**src/rtl/panel_pkg.sv**
```systemverilog
// Shared constants and types for the front-panel SPI display target.
package panel_pkg;

    localparam logic [7:0] CMD_WR  = 8'h01;
    localparam logic [7:0] CMD_RD  = 8'h02;
    localparam logic [7:0] ID_BYTE = 8'h5A;

    localparam logic [2:0] S_IDLE = 3'd0;
    localparam logic [2:0] S_CMD  = 3'd1;
    localparam logic [2:0] S_ADR  = 3'd2;
    localparam logic [2:0] S_SEG  = 3'd3;
    localparam logic [2:0] S_ATTR = 3'd4;

    typedef struct packed {
        logic [7:0] seg;
        logic [7:0] attr;
    } digit_t;

endpackage

```
**src/rtl/panel_spi_target_shift.sv**
```systemverilog
// SPI mode-0 bit engine: pin synchronisers, edge detect, rx/tx shift registers.
module spi_target_shift
    import panel_pkg::*;
(
    input  logic       clk_i,
    input  logic       rst_i,
    input  logic       sclk_i,
    input  logic       mosi_i,
    input  logic       ss_n_i,
    input  logic [7:0] tx_byte_i,
    output logic       miso_o,
    output logic       ss_active_o,
    output logic       ss_fall_o,
    output logic       byte_valid_o,
    output logic [7:0] rx_byte_o
);

    logic [1:0] sclk_sync_q, mosi_sync_q, ss_sync_q;
    logic       sclk_prev_q, ss_prev_q;
    logic [2:0] bit_cnt_q, bit_cnt_d;
    logic [6:0] rx_q, rx_d;
    logic [7:0] tx_q, tx_d;
    logic       sclk_s, mosi_s, ss_n_s;
    logic       sclk_rise, sclk_fall;

    // ss flops come out of reset at the idle level so no phantom frame starts.
    always_ff @(posedge clk_i or posedge rst_i) begin
        if (rst_i) begin
            sclk_sync_q <= 2'b00;
            mosi_sync_q <= 2'b00;
            ss_sync_q   <= 2'b11;
            sclk_prev_q <= 1'b0;
            ss_prev_q   <= 1'b1;
            bit_cnt_q   <= 3'd0;
            rx_q        <= 7'd0;
            tx_q        <= 8'd0;
        end else begin
            sclk_sync_q <= {sclk_sync_q[0], sclk_i};
            mosi_sync_q <= {mosi_sync_q[0], mosi_i};
            ss_sync_q   <= {ss_sync_q[0], ss_n_i};
            sclk_prev_q <= sclk_s;
            ss_prev_q   <= ss_n_s;
            bit_cnt_q   <= bit_cnt_d;
            rx_q        <= rx_d;
            tx_q        <= tx_d;
        end
    end

    assign sclk_s       = sclk_sync_q[1];
    assign mosi_s       = mosi_sync_q[1];
    assign ss_n_s       = ss_sync_q[1];
    assign ss_active_o  = ~ss_n_s;
    assign ss_fall_o    = ss_prev_q & ~ss_n_s;
    assign sclk_rise    = sclk_s & ~sclk_prev_q & ss_active_o;
    assign sclk_fall    = ~sclk_s & sclk_prev_q & ss_active_o;
    assign byte_valid_o = sclk_rise && (bit_cnt_q == 3'd7);
    assign rx_byte_o    = {rx_q, mosi_s};
    assign miso_o       = tx_q[7] & ~ss_n_s;

    always_comb begin
        bit_cnt_d = bit_cnt_q;
        rx_d      = rx_q;
        tx_d      = tx_q;
        if (!ss_active_o) begin
            bit_cnt_d = 3'd0;
            rx_d      = 7'd0;
            tx_d      = 8'd0;
        end else if (ss_fall_o) begin
            bit_cnt_d = 3'd0;
            rx_d      = 7'd0;
            tx_d      = ID_BYTE;
        end else begin
            if (sclk_rise) begin
                bit_cnt_d = bit_cnt_q + 3'd1;
                rx_d      = {rx_q[5:0], mosi_s};
            end
            // A fall with the counter back at 0 follows a completed byte.
            if (sclk_fall) begin
                tx_d = (bit_cnt_q == 3'd0) ? tx_byte_i : {tx_q[6:0], 1'b0};
            end
        end
    end

endmodule

```
**src/rtl/panel_spi_target.sv**
```systemverilog
// Front-panel 7-segment SPI target: frame FSM, 16-digit register file, scan mux.
// Define PANEL_READBACK_EN to enable CMD_RD read frames.
module panel_spi_target
    import panel_pkg::*;
#(
    parameter int unsigned CLKFREQ = 50000000,
    parameter int unsigned SCAN_HZ = 1000
) (
    input  logic        clk_i,
    input  logic        rst_i,
    input  logic        spi_sclk,
    input  logic        spi_mosi,
    input  logic        spi_ss_n,
    output logic        spi_miso,
    output logic [7:0]  seg_o,
    output logic [1:0]  aux_o,
    output logic [15:0] dig_n_o,
    output logic        wr_stb_o,
    output logic [3:0]  wr_adr_o
);

    localparam logic [31:0] DIV_MAX = 32'(CLKFREQ / (SCAN_HZ * 16) - 1);
`ifdef PANEL_READBACK_EN
    localparam bit READBACK = 1'b1;
`else
    localparam bit READBACK = 1'b0;
`endif

    logic       ss_active, ss_fall, byte_valid;
    logic [7:0] rx_byte;

    logic [2:0]  state_q, state_d;
    logic [7:0]  cmd_q, cmd_d;
    logic [3:0]  adr_q, adr_d;
    logic [7:0]  seg_q, seg_d;
    logic [7:0]  tx_next_q, tx_next_d;
    logic        wr_stb_q, wr_stb_d;
    logic [3:0]  wr_adr_q, wr_adr_d;
    logic        wr_en;
    digit_t      regs_q [16];
    logic [3:0]  idx_q, idx_d;
    logic [31:0] div_q, div_d;
    logic [7:0]  seg_out_q, seg_out_d;
    logic [1:0]  aux_out_q, aux_out_d;
    logic        tick;

    spi_target_shift u_shift (
        .clk_i        (clk_i),
        .rst_i        (rst_i),
        .sclk_i       (spi_sclk),
        .mosi_i       (spi_mosi),
        .ss_n_i       (spi_ss_n),
        .tx_byte_i    (tx_next_q),
        .miso_o       (spi_miso),
        .ss_active_o  (ss_active),
        .ss_fall_o    (ss_fall),
        .byte_valid_o (byte_valid),
        .rx_byte_o    (rx_byte)
    );

    always_comb begin
        state_d   = state_q;
        cmd_d     = cmd_q;
        adr_d     = adr_q;
        seg_d     = seg_q;
        tx_next_d = tx_next_q;
        wr_adr_d  = wr_adr_q;
        wr_stb_d  = 1'b0;
        wr_en     = 1'b0;
        if (!ss_active) begin
            state_d = S_IDLE;
        end else if (ss_fall) begin
            state_d = S_CMD;
        end else if (byte_valid) begin
            // tx_next holds the byte shifted out after the one now completing.
            case (state_q)
                S_CMD: begin
                    cmd_d     = rx_byte;
                    tx_next_d = rx_byte;
                    state_d   = S_ADR;
                end
                S_ADR: begin
                    adr_d     = rx_byte[3:0];
                    tx_next_d = rx_byte;
                    if (READBACK && cmd_q == CMD_RD) tx_next_d = regs_q[rx_byte[3:0]].seg;
                    state_d   = S_SEG;
                end
                S_SEG: begin
                    seg_d     = rx_byte;
                    tx_next_d = rx_byte;
                    if (READBACK && cmd_q == CMD_RD) tx_next_d = regs_q[adr_q].attr;
                    state_d   = S_ATTR;
                end
                S_ATTR: begin
                    tx_next_d = ID_BYTE;
                    state_d   = S_CMD;
                    if (cmd_q == CMD_WR) begin
                        wr_en    = 1'b1;
                        wr_stb_d = 1'b1;
                        wr_adr_d = adr_q;
                    end
                end
                default: state_d = S_IDLE;
            endcase
        end
    end

    // First cycle at a new index is blanked so the previous digit cannot ghost.
    always_comb begin
        tick      = (div_q == DIV_MAX);
        div_d     = tick ? 32'd0 : div_q + 32'd1;
        idx_d     = tick ? idx_q + 4'd1 : idx_q;
        seg_out_d = tick ? 8'd0 : regs_q[idx_q].seg;
        aux_out_d = tick ? 2'd0 : regs_q[idx_q].attr[1:0];
    end

    always_ff @(posedge clk_i or posedge rst_i) begin
        if (rst_i) begin
            state_q   <= S_IDLE;
            cmd_q     <= 8'd0;
            adr_q     <= 4'd0;
            seg_q     <= 8'd0;
            tx_next_q <= 8'd0;
            wr_stb_q  <= 1'b0;
            wr_adr_q  <= 4'd0;
            idx_q     <= 4'd0;
            div_q     <= 32'd0;
            seg_out_q <= 8'd0;
            aux_out_q <= 2'd0;
            for (int i = 0; i < 16; i++) regs_q[i] <= '0;
        end else begin
            state_q   <= state_d;
            cmd_q     <= cmd_d;
            adr_q     <= adr_d;
            seg_q     <= seg_d;
            tx_next_q <= tx_next_d;
            wr_stb_q  <= wr_stb_d;
            wr_adr_q  <= wr_adr_d;
            idx_q     <= idx_d;
            div_q     <= div_d;
            seg_out_q <= seg_out_d;
            aux_out_q <= aux_out_d;
            if (wr_en) regs_q[adr_q] <= '{seg: seg_q, attr: rx_byte};
        end
    end

    assign seg_o    = seg_out_q;
    assign aux_o    = aux_out_q;
    assign dig_n_o  = ~(16'd1 << idx_q);
    assign wr_stb_o = wr_stb_q;
    assign wr_adr_o = wr_adr_q;

endmodule

```
**config.mk**
```make
export PLATFORM = sky130hd
export DESIGN_NAME = panel_spi_target
export DESIGN_NICKNAME = d
export VERILOG_FILES = /design/src/rtl/panel_pkg.sv /design/src/rtl/panel_spi_target_shift.sv /design/src/rtl/panel_spi_target.sv
export SDC_FILE = /design/constraint.sdc
export NUM_CORES = 1
export LEC_CHECK = 0
export CAP_MARGIN = 0
export CORE_ASPECT_RATIO = 1.1
export CORE_MARGIN = 4
export CORE_UTILIZATION = 45
export DETAILED_ROUTE_END_ITERATION = 6
export GPL_TIMING_DRIVEN = 0
export PLACE_DENSITY = 0.61
export SETUP_SLACK_MARGIN = 0.05
export SLEW_MARGIN = 10
export SYNTH_ARGS = -nofsm -noshare
export SYNTH_HDL_FRONTEND = slang
export SYNTH_SLANG_ARGS = --single-unit
```
**constraint.sdc**
```tcl
create_clock -name clk_i -period 10.44 [get_ports clk_i]
set_clock_uncertainty 0.1 [all_clocks]
set_input_delay 2.61 -clock clk_i [delete_from_list [all_inputs] [get_ports clk_i]]
set_output_delay 2.61 -clock clk_i [all_outputs]
set_load 0.005 [all_outputs]
```
==> results of run 1 <==
power by group through the flow:
stage               Sequential (mW)  Combinational, mW  Clock [mW]
CTS                            1.05             0.0423        1.04
floorplan                      1.06             0.0271           0
finish                         1.05             0.0403        1.01
detailed placement             1.06             0.0422           0
global route                   1.05             0.0469        1.08
global placement               1.06             0.0389           0
how the worst min path moves through the flow:
stage	end	slack (ns)
2_1_floorplan	u_shift.mosi_sync_q[1]$_DFF_PP0_	0.23
3_3_place_gp	u_shift.mosi_sync_q[1]$_DFF_PP0_	0.23
3_5_place_dp	u_shift.mosi_sync_q[1]$_DFF_PP0_	0.23
4_1_cts	u_shift.mosi_sync_q[1]$_DFF_PP0_	0.25
5_1_grt	u_shift.mosi_sync_q[1]$_DFF_PP0_	0.26
6_report	u_shift.mosi_sync_q[1]$_DFF_PP0_	0.25
worst max-delay path, stage by stage (launching register included):
cell	delay [ns]
sky130_fd_sc_hd__dfrtp_1	0.38
sky130_fd_sc_hd__clkbuf_1	0.41
sky130_fd_sc_hd__buf_2	0.44
sky130_fd_sc_hd__buf_2	0.41
sky130_fd_sc_hd__inv_1	0.15
sky130_fd_sc_hd__ha_1	0.28
sky130_fd_sc_hd__nand3_1	0.09
sky130_fd_sc_hd__clkdlybuf4s50_1	0.51
Yosys cell counts (5+ instances only):
cell	count	area, um^2
sky130_fd_sc_hd__a211oi_1	6	45.0
sky130_fd_sc_hd__a21oi_1	17	85.1
sky130_fd_sc_hd__a311oi_1	6	52.6
sky130_fd_sc_hd__and4_1	5	43.8
sky130_fd_sc_hd__buf_2	6	30.0
sky130_fd_sc_hd__clkbuf_1	38	143
sky130_fd_sc_hd__dfrtp_1	265	6630
sky130_fd_sc_hd__ha_1	11	138
sky130_fd_sc_hd__inv_1	10	37.5
sky130_fd_sc_hd__mux2_1	9	101
sky130_fd_sc_hd__mux2_2	176	1980
sky130_fd_sc_hd__mux2i_1	8	80.1
sky130_fd_sc_hd__mux4_2	40	901
sky130_fd_sc_hd__nand2_1	54	203
sky130_fd_sc_hd__nand2b_1	12	75.1
sky130_fd_sc_hd__nand3_1	23	115
sky130_fd_sc_hd__nand4_1	9	56.3
sky130_fd_sc_hd__nor2_1	27	101
sky130_fd_sc_hd__nor2b_1	6	37.5
sky130_fd_sc_hd__nor3_1	9	45.0
sky130_fd_sc_hd__nor4_1	8	50.1
sky130_fd_sc_hd__nor4_4	16	340
sky130_fd_sc_hd__o22ai_1	9	56.3
sky130_fd_sc_hd__xnor2_1	28	245
sky130_fd_sc_hd__xor2_1	7	61.3
cell families (layout without fill, tap and decap cells):
kind of cell | Yosys count | in the layout
xor+xnor | 35 | 35
buf+inv | 57 | 150
fa+ha+maj | 11 | 11
simple gates | 194 | 194
compound gates | 54 | 54
flops | 268 | 268
mux | 233 | 233
layer usage:
metal,vias to the layer above,track usage
li1,3253,-
met1,3727,0.271
met2,102,0.293
met3,36,0.0243
met4,0,0.0469
met5,-,0
area by class of cell:
class / instances / area, um^2
fillers: 2231 / 12300
plain buffers: 47 / 199
flip-flops and latches: 268 / 6710
inverters: 10 / 45.0
clock buffers: 47 / 916
clock inverters: 7 / 46.3
repair buffers: 39 / 423
well taps: 352 / 440
multi-input cells: 527 / 5180
metrics by stage:
stage          TNS, ns  area, um^2  std cells  total power [mW]  utilization
2_1_floorplan        0       12100        852              1.09            -
3_5_place_dp         0       13000       1243              1.11        0.494
4_1_cts              0       14000       1297              2.13        0.531
5_1_grt              0       14000       1297              2.18        0.531
6_report             0       14000       1297              2.09        0.531
3_3_place_gp   -861.77       12900       1240              1.10        0.491
sequential cells by signal, summed over array words and instances, names as in the netlist, 2 cells and up:
signal,cells
regs_q,160
div_q,32
cmd_q,8
seg_o,8
seg_q,8
tx_next_q,8
u_shift.tx_q,8
u_shift.rx_q,7
adr_q,4
idx_q,4
wr_adr_o,4
state_q,3
u_shift.bit_cnt_q,3
aux_o,2
u_shift.mosi_sync_q,2
u_shift.sclk_sync_q,2
u_shift.ss_sync_q,2
==> reports/results.txt, run 1 <==
Derived from the worst setup path, the maximum achievable clock frequency is 169 MHz. After clock tree synthesis, the setup repair step added 0 buffers. Via count of the first global-routing pass: 7520. Power share of the combinational group: 0.019. The flow ran to the end, and the final reports show no timing, DRC or antenna violations. For flop-to-flop paths, the worst setup slack is 7.45 ns.

The count of nets left with antenna violations after detail routing is 0, and the number of antenna repair diodes is 0. In this run the worst hold path is classified as flop to flop. The number of nets in the synthesized netlist is 868. The final layout contains 939 nets.

The logs give 0.461 for the starting utilization of the core area and 0.000128 V for the maximum VDD drop. In this run, post-CTS hold repair placed 0 buffers. The met2 layer wire length in the routed design came out at 12700 um. The post-synthesis xor/xnor area fraction came out at 0.0253.

Cell internal power was estimated by the tool at 1.65 mW. The HPWL after detailed placement came out at 17400 um. The post-synthesis sequential area ratio was 0.554; the clock transition at the registers of the reported paths was 0.06 ns. Detail-routed net length per standard cell: 20.4 um. The mapped netlist covers 12100 um^2. The number of levels in the clock H-tree was 1.

The die covers 29600 um^2. The final-report hold violation count came out at 0. In this run the static leakage power is 6.35 nW. The transition time at the pin with the least slew margin was 1.13 ns. The count of flip-flops with a built-in enable after synthesis came out at 0. The mux share of post-synthesis cell area came out at 0.253.

The critical path starts at idx_q[0]$_DFFE_PP0N_. The number of instances in the synthesized netlist was 852; the area growth from synthesis to layout was 15.2%. Entering global routing, the biggest net connects 94 pins.

The ratio of routed vias to standard cells is 5.49, and the minimum hold slack is 0.252 ns. The worst setup path is launched from a flop. Measured in cells, the most critical reg-to-reg path has a length of 6.

The final period demand of the worst path came out at 5.92 ns. The relative slew slack came out at 0.242. The final estimated routing congestion in global placement is 0.758, and the number of I/O port buffers is 36. STA puts the critical path data required time at 7.73 ns. The critical path class was flop to primary output. Kind of capture point of the worst setup path: a primary output. The endpoint of the worst-slack reg-to-reg timing path is regs_q[49]$_DFFE_PP0P_.

The number of antenna violations at the first check in global routing was 0; the total wire length after detailed routing was 26400 um. Yosys printed 0 warnings. The clock power share is 0.482, and the fraction of the mapped netlist area in simple logic gates is 0.106. The tools report the later-pin clock latency in the skew report as 0.54 ns. The worst slack at placement was 5.01 ns. The net switching share of the total power was 0.212. The total global-route track usage was 0.185. The number of instances on the worst hold path is 0, and the period utilization is 0.567. In this run, synthesis produced a sequential element count of 268.

Post-synthesis compound-gate area fraction: 0.0308. The library cells used most frequently in the layout, excluding fill and tap cells, are sky130_fd_sc_hd__dfrtp_1, sky130_fd_sc_hd__mux2_2, sky130_fd_sc_hd__nand2_1. The sequential power share was 0.499. The share of cells above drive strength 1 came out at 0.325. The average cell area after synthesis is 14.2 um^2, and the buffer levels on the longest clock path is 3. The floorplan step set the die width to 164 um. The number of setup violations in the final report is 0. The first routing iteration left 290 violations. Setup repair after global routing left no endpoint under its margin.

The area of the core was 26300 um^2. The vertical extent of the die was 180 um; the overall via count from detail_route was 7118. Once the clock tree was built, the resizer swapped 0 gates to a different size. Wire segments on met3 add up to 905 um in the final route. The I/O pin count was 37.

Clock tree root buffer cell: sky130_fd_sc_hd__clkbuf_16. The leading cell type in the layout, fill and taps excluded is sky130_fd_sc_hd__dfrtp_1. Setup slack on the critical path of the routed design comes to 4.52 ns.

For this run the aggregate overflow at the end of global routing stands at 0. Clock tree synthesis inserted a total of 30 buffers. The tree built by TritonCTS fans out to 268 sinks. After detailed routing, no signal wire sits above met4.

The power density relative to cell area was 150 nW/um^2; the switching power was 0.443 mW. The run gives 0 as the total count of max-transition violations in the final report. By area, the combinational part of the netlist is dominated by multiplexers. Of all nets on the critical path, the largest fanout is 10. The number of placement rows was 62; the number of different library cells in the post-synthesis netlist was 49.

The prevailing post-synth register cell was sky130_fd_sc_hd__dfrtp_1. The share of flip-flops with an asynchronous set or reset came out at 1.00. STA puts the critical path data arrival time at 3.21 ns.

The adder-cell share of the synthesized area works out to 0.0114. For this block, wires on met1 add up to 12200 um. The timing endpoint of the critical path is dig_n_o[12]. The tools report the reported max-cap violation count as 0. The tools report the worst min-delay path startpoint as u_shift.mosi_sync_q[0]$_DFF_PP0_. TritonCTS built the clock tree. The tools report the remaining routing DRC violations as 0. In this run the critical register-to-register path is launched from state_q[1]$_DFFE_PP0P_. The first global-routing pass estimated 43400 um of wire.

The first detailed-routing pass ran for 4 iterations.
Note: power is estimated with default switching activity, not from simulation.
==> run 2, diff against run 1 <==
--- a/config.mk
+++ b/config.mk
@@ -11,7 +11,7 @@
 export CORE_UTILIZATION = 45
 export DETAILED_ROUTE_END_ITERATION = 6
 export GPL_TIMING_DRIVEN = 0
-export PLACE_DENSITY = 0.61
+export PLACE_DENSITY = 0.58
 export SETUP_SLACK_MARGIN = 0.05
 export SLEW_MARGIN = 10
 export SYNTH_ARGS = -nofsm -noshare
==> constraint.sdc (replaced) <==
create_clock -name clk_i -period 5.71 [get_ports clk_i]
set_clock_uncertainty 0.1 [all_clocks]
set_input_delay 1.4275 -clock clk_i [delete_from_list [all_inputs] [get_ports clk_i]]
set_output_delay 1.4275 -clock clk_i [all_outputs]
set_load 0.005 [all_outputs]
==> run 2 against run 1 <==
  * Combinational power is 100% higher
  * Cell area grew 1.4%
  * Total power is 91% higher
  * Sequential power increased by 82%
  * Critical path type unchanged
  * Largest cell class unchanged
  * First-iteration DRC count is 15% higher
  * Die area unchanged
  * Global-route usage about the same
  * Largest power group is now clock
  * Critical path depth unchanged
==> reports/results.txt, run 2 (synthesis gave the netlist of run 1 again) <==
The run finished with clean final reports. The final cell utilization of the core was 0.538. In this run the remaining antenna-violating nets after routing total 0. The number of antenna violations at the first check in global routing was 0.

Via count of the first global-routing pass: 7482. The sort of element at the start of the critical path was a flop. The cell that appears most often on the critical path is sky130_fd_sc_hd__buf_2. The logs give 0 for the total count of max-transition violations in the final report and 0 for the remaining global-route overflow.

The worst hold path begins at u_shift.mosi_sync_q[0]$_DFF_PP0_. Once placement completed, the tool counted placed cells totaling 1249. The endpoint of the worst-slack reg-to-reg timing path was regs_q[44]$_DFFE_PP0P_. The tools report the final estimated routing congestion in global placement as 0.767.

Setup repair after global routing left no endpoint under its margin. The number of design-rule violations left by the first detailed-router iteration is 334. The net switching share of the total power was 0.202.

The remaining routing DRC violations came out at 0. After routing the design area is 14100 um^2. The clock power share is 0.501, and the final-report hold violation count is 0. For the sequential power share, the log shows 0.479.

TritonCTS built the clock tree. Clock latency on the worst-skew pair, taken at its later pin, is 0.54 ns. The largest single stage delay on the critical path is 0.51 ns. In this run the worst hold path is classified as flop to flop. The logs give 0.185 for the total global-route track usage and 0 for the post-CTS setup buffer count. CTS saw 268 sinks. Measured along the y axis, the die boundary spans 180 um. Clock tree synthesis selected as its root buffer the cell sky130_fd_sc_hd__clkbuf_16.

The top achievable clock speed was 215 MHz. The register with the most flip-flops was regs_q. The register with the most flip-flops in the layout has 160 of them. The final period demand of the worst path is 4.65 ns.

Data on the critical path is required at its endpoint by 4.18 ns. In this run the critical register-to-register path is launched from u_shift.ss_sync_q[1]$_DFF_PP1_. The run gives 2.73 ns as the register-to-register setup slack. For this run, the post-layout net count is 945. The starting utilization of the core area was 0.461; the die outline area was 29600 um^2. Clock transition at the registers of the reported paths: 0.06 ns. After the flow finishes, the layout carries non-filler instances totaling 1303.

The leading cell type in the layout, fill and taps excluded is sky130_fd_sc_hd__dfrtp_1. In this run the static leakage power is 6.46 nW. The maximum VDD drop came out at 0.000226 V. The first global-routing pass estimated 43100 um of wire. The period utilization was 0.814; the total wire length after detailed routing was 26500 um.

Counting instances, the worst hold path has a depth of 0. The logs give 26300 um^2 for the area of the core and 18400 um for the HPWL after detailed placement. The path with the worst hold slack has its endpoint at u_shift.mosi_sync_q[1]$_DFF_PP0_. For the worst setup path, the data arrival time is 3.12 ns. The tools report the placed cell area as 13100 um^2.

The transition time at the pin with the least slew margin came out at 1.15 ns. The tools report the number of levels in the clock H-tree as 1. The relative slew slack was 0.229; the buffer levels on the longest clock path was 3. Walking the worst path, the cells encountered are clkbuf_1, buf_2, buf_2, inv_1, ha_1, nand3_1, clkdlybuf4s50_1. The tool flagged a number of max-cap violations equal to 0.

Buffers inserted during clock tree synthesis total 30. Once the clock tree was built, the resizer swapped 0 gates to a different size. During placement, the flow inserted port buffers numbering 36.

Leaving out fill and tap cells, the most frequent cells in the layout are sky130_fd_sc_hd__dfrtp_1, sky130_fd_sc_hd__mux2_2, sky130_fd_sc_hd__nand2_1. The worst setup path is captured at a primary output. Power share of the combinational group: 0.021.

In the final timing run, aggregate negative setup slack is 0 ns. By startpoint and endpoint, the worst setup path is classified as flop to primary output. For this design, the slowest cell found on the critical path is sky130_fd_sc_hd__clkdlybuf4s50_1. The run gives 38 as the maximum number of pins on one net before global-route repair. Using the TritonRoute via totals, the vias-per-cell ratio works out to 5.47.

The number of cells on the worst reg-to-reg path is 6. In this run, post-CTS hold repair placed 0 buffers. After detailed routing, the average wire length per cell comes to 20.3 um. In this run the core area contains 62 standard-cell rows. The power density relative to cell area is 282 nW/um^2. The area growth from synthesis to layout is 16.8%.

In this run the power spent charging and discharging nets is 0.808 mW. Summing over every cut layer, the via total after detailed routing is 7129. Setup violations remaining at the end of the flow were counted as 0. The design draws 3.99 mW. In this run the worst path has a maximum fanout of 10. For the number of antenna repair diodes, the log shows 0. For the I/O pin count, the log shows 37. The largest registers in the layout are regs_q x160, div_q x32.

The share of cells above drive strength 1 was 0.332; the internal power component was 3.19 mW. The number of iterations in the first detailed-routing pass is 4. The die boundary width works out to 164 um.
run 2: cell count changes in the layout (fill, tap and decap cells not counted), sizes merged:
cell | before | now
clkbuf | 85 | 81
clkinvlp | 3 | 1
inv | 11 | 9
bufinv | 0 | 4
clkinv | 3 | 7
buf | 12 | 18
run 2: metrics by stage:
| step | hold slack, ns | worst slack (ns) |
|---|---|---|
| 2_1_floorplan | 0.231 | 0.645 |
| 4_1_cts | 0.250 | 0.914 |
| 3_5_place_dp | 0.236 | 1.49 |
| 3_3_place_gp | 0.235 | -1.48 |
| 6_report | 0.248 | 1.06 |
| 5_1_grt | 0.251 | 0.697 |
run 2: cell type report:
| cell class | count | area [um^2] |
|---|---|---|
| Clock inverter | 11 | 155 |
| Fill cell | 2207 | 12100 |
| Buffer | 47 | 199 |
| Timing Repair Buffer | 45 | 536 |
| Sequential cell | 268 | 6710 |
| Tap cell | 352 | 440 |
| Inverter | 10 | 41.3 |
| Multi-Input combinational cell | 527 | 5180 |
| Clock buffer | 43 | 891 |
run 2: per-layer routing:
metal | up-vias | routed length (um) | track usage
met4 | 0 | 690 | 0.0526
met3 | 50 | 1010 | 0.0254
met2 | 143 | 13000 | 0.304
li1 | 3264 | - | -
met1 | 3672 | 11800 | 0.258
met5 | - | 0 | 0
run 2: worst max path at each step:
stage                               from                      end  slack [ns]
floorplan                          rst_i     adr_q[0]$_DFFE_PP0P_        0.65
CTS                 idx_q[0]$_DFFE_PP0N_              dig_n_o[12]        0.91
global placement                   rst_i  regs_q[139]$_DFFE_PP0P_       -1.48
global route        idx_q[0]$_DFFE_PP0N_              dig_n_o[12]        0.70
detailed placement  idx_q[0]$_DFFE_PP0N_              dig_n_o[12]        1.49
finish              idx_q[0]$_DFFE_PP0N_              dig_n_o[12]        1.06
run 2: critical path, delay by kind of cell, from the launching register on:
| family | cells | cell delay [ns] |
|---|---|---|
| buffers and inverters | 5 | 1.83 |
| flip-flops | 1 | 0.38 |
| adder cells (fa/ha/maj) | 1 | 0.28 |
| AND/OR/NAND/NOR | 1 | 0.09 |
run 2: power by group through the flow:
stage / registers, mW / logic, mW / clock network, mW
5_1_grt: 1.91 / 0.0953 / 2.15
3_5_place_dp: 1.95 / 0.0866 / 0
6_report: 1.91 / 0.0826 / 2.00
3_3_place_gp: 1.95 / 0.0715 / 0
2_1_floorplan: 1.95 / 0.0499 / 0
4_1_cts: 1.91 / 0.0865 / 2.06
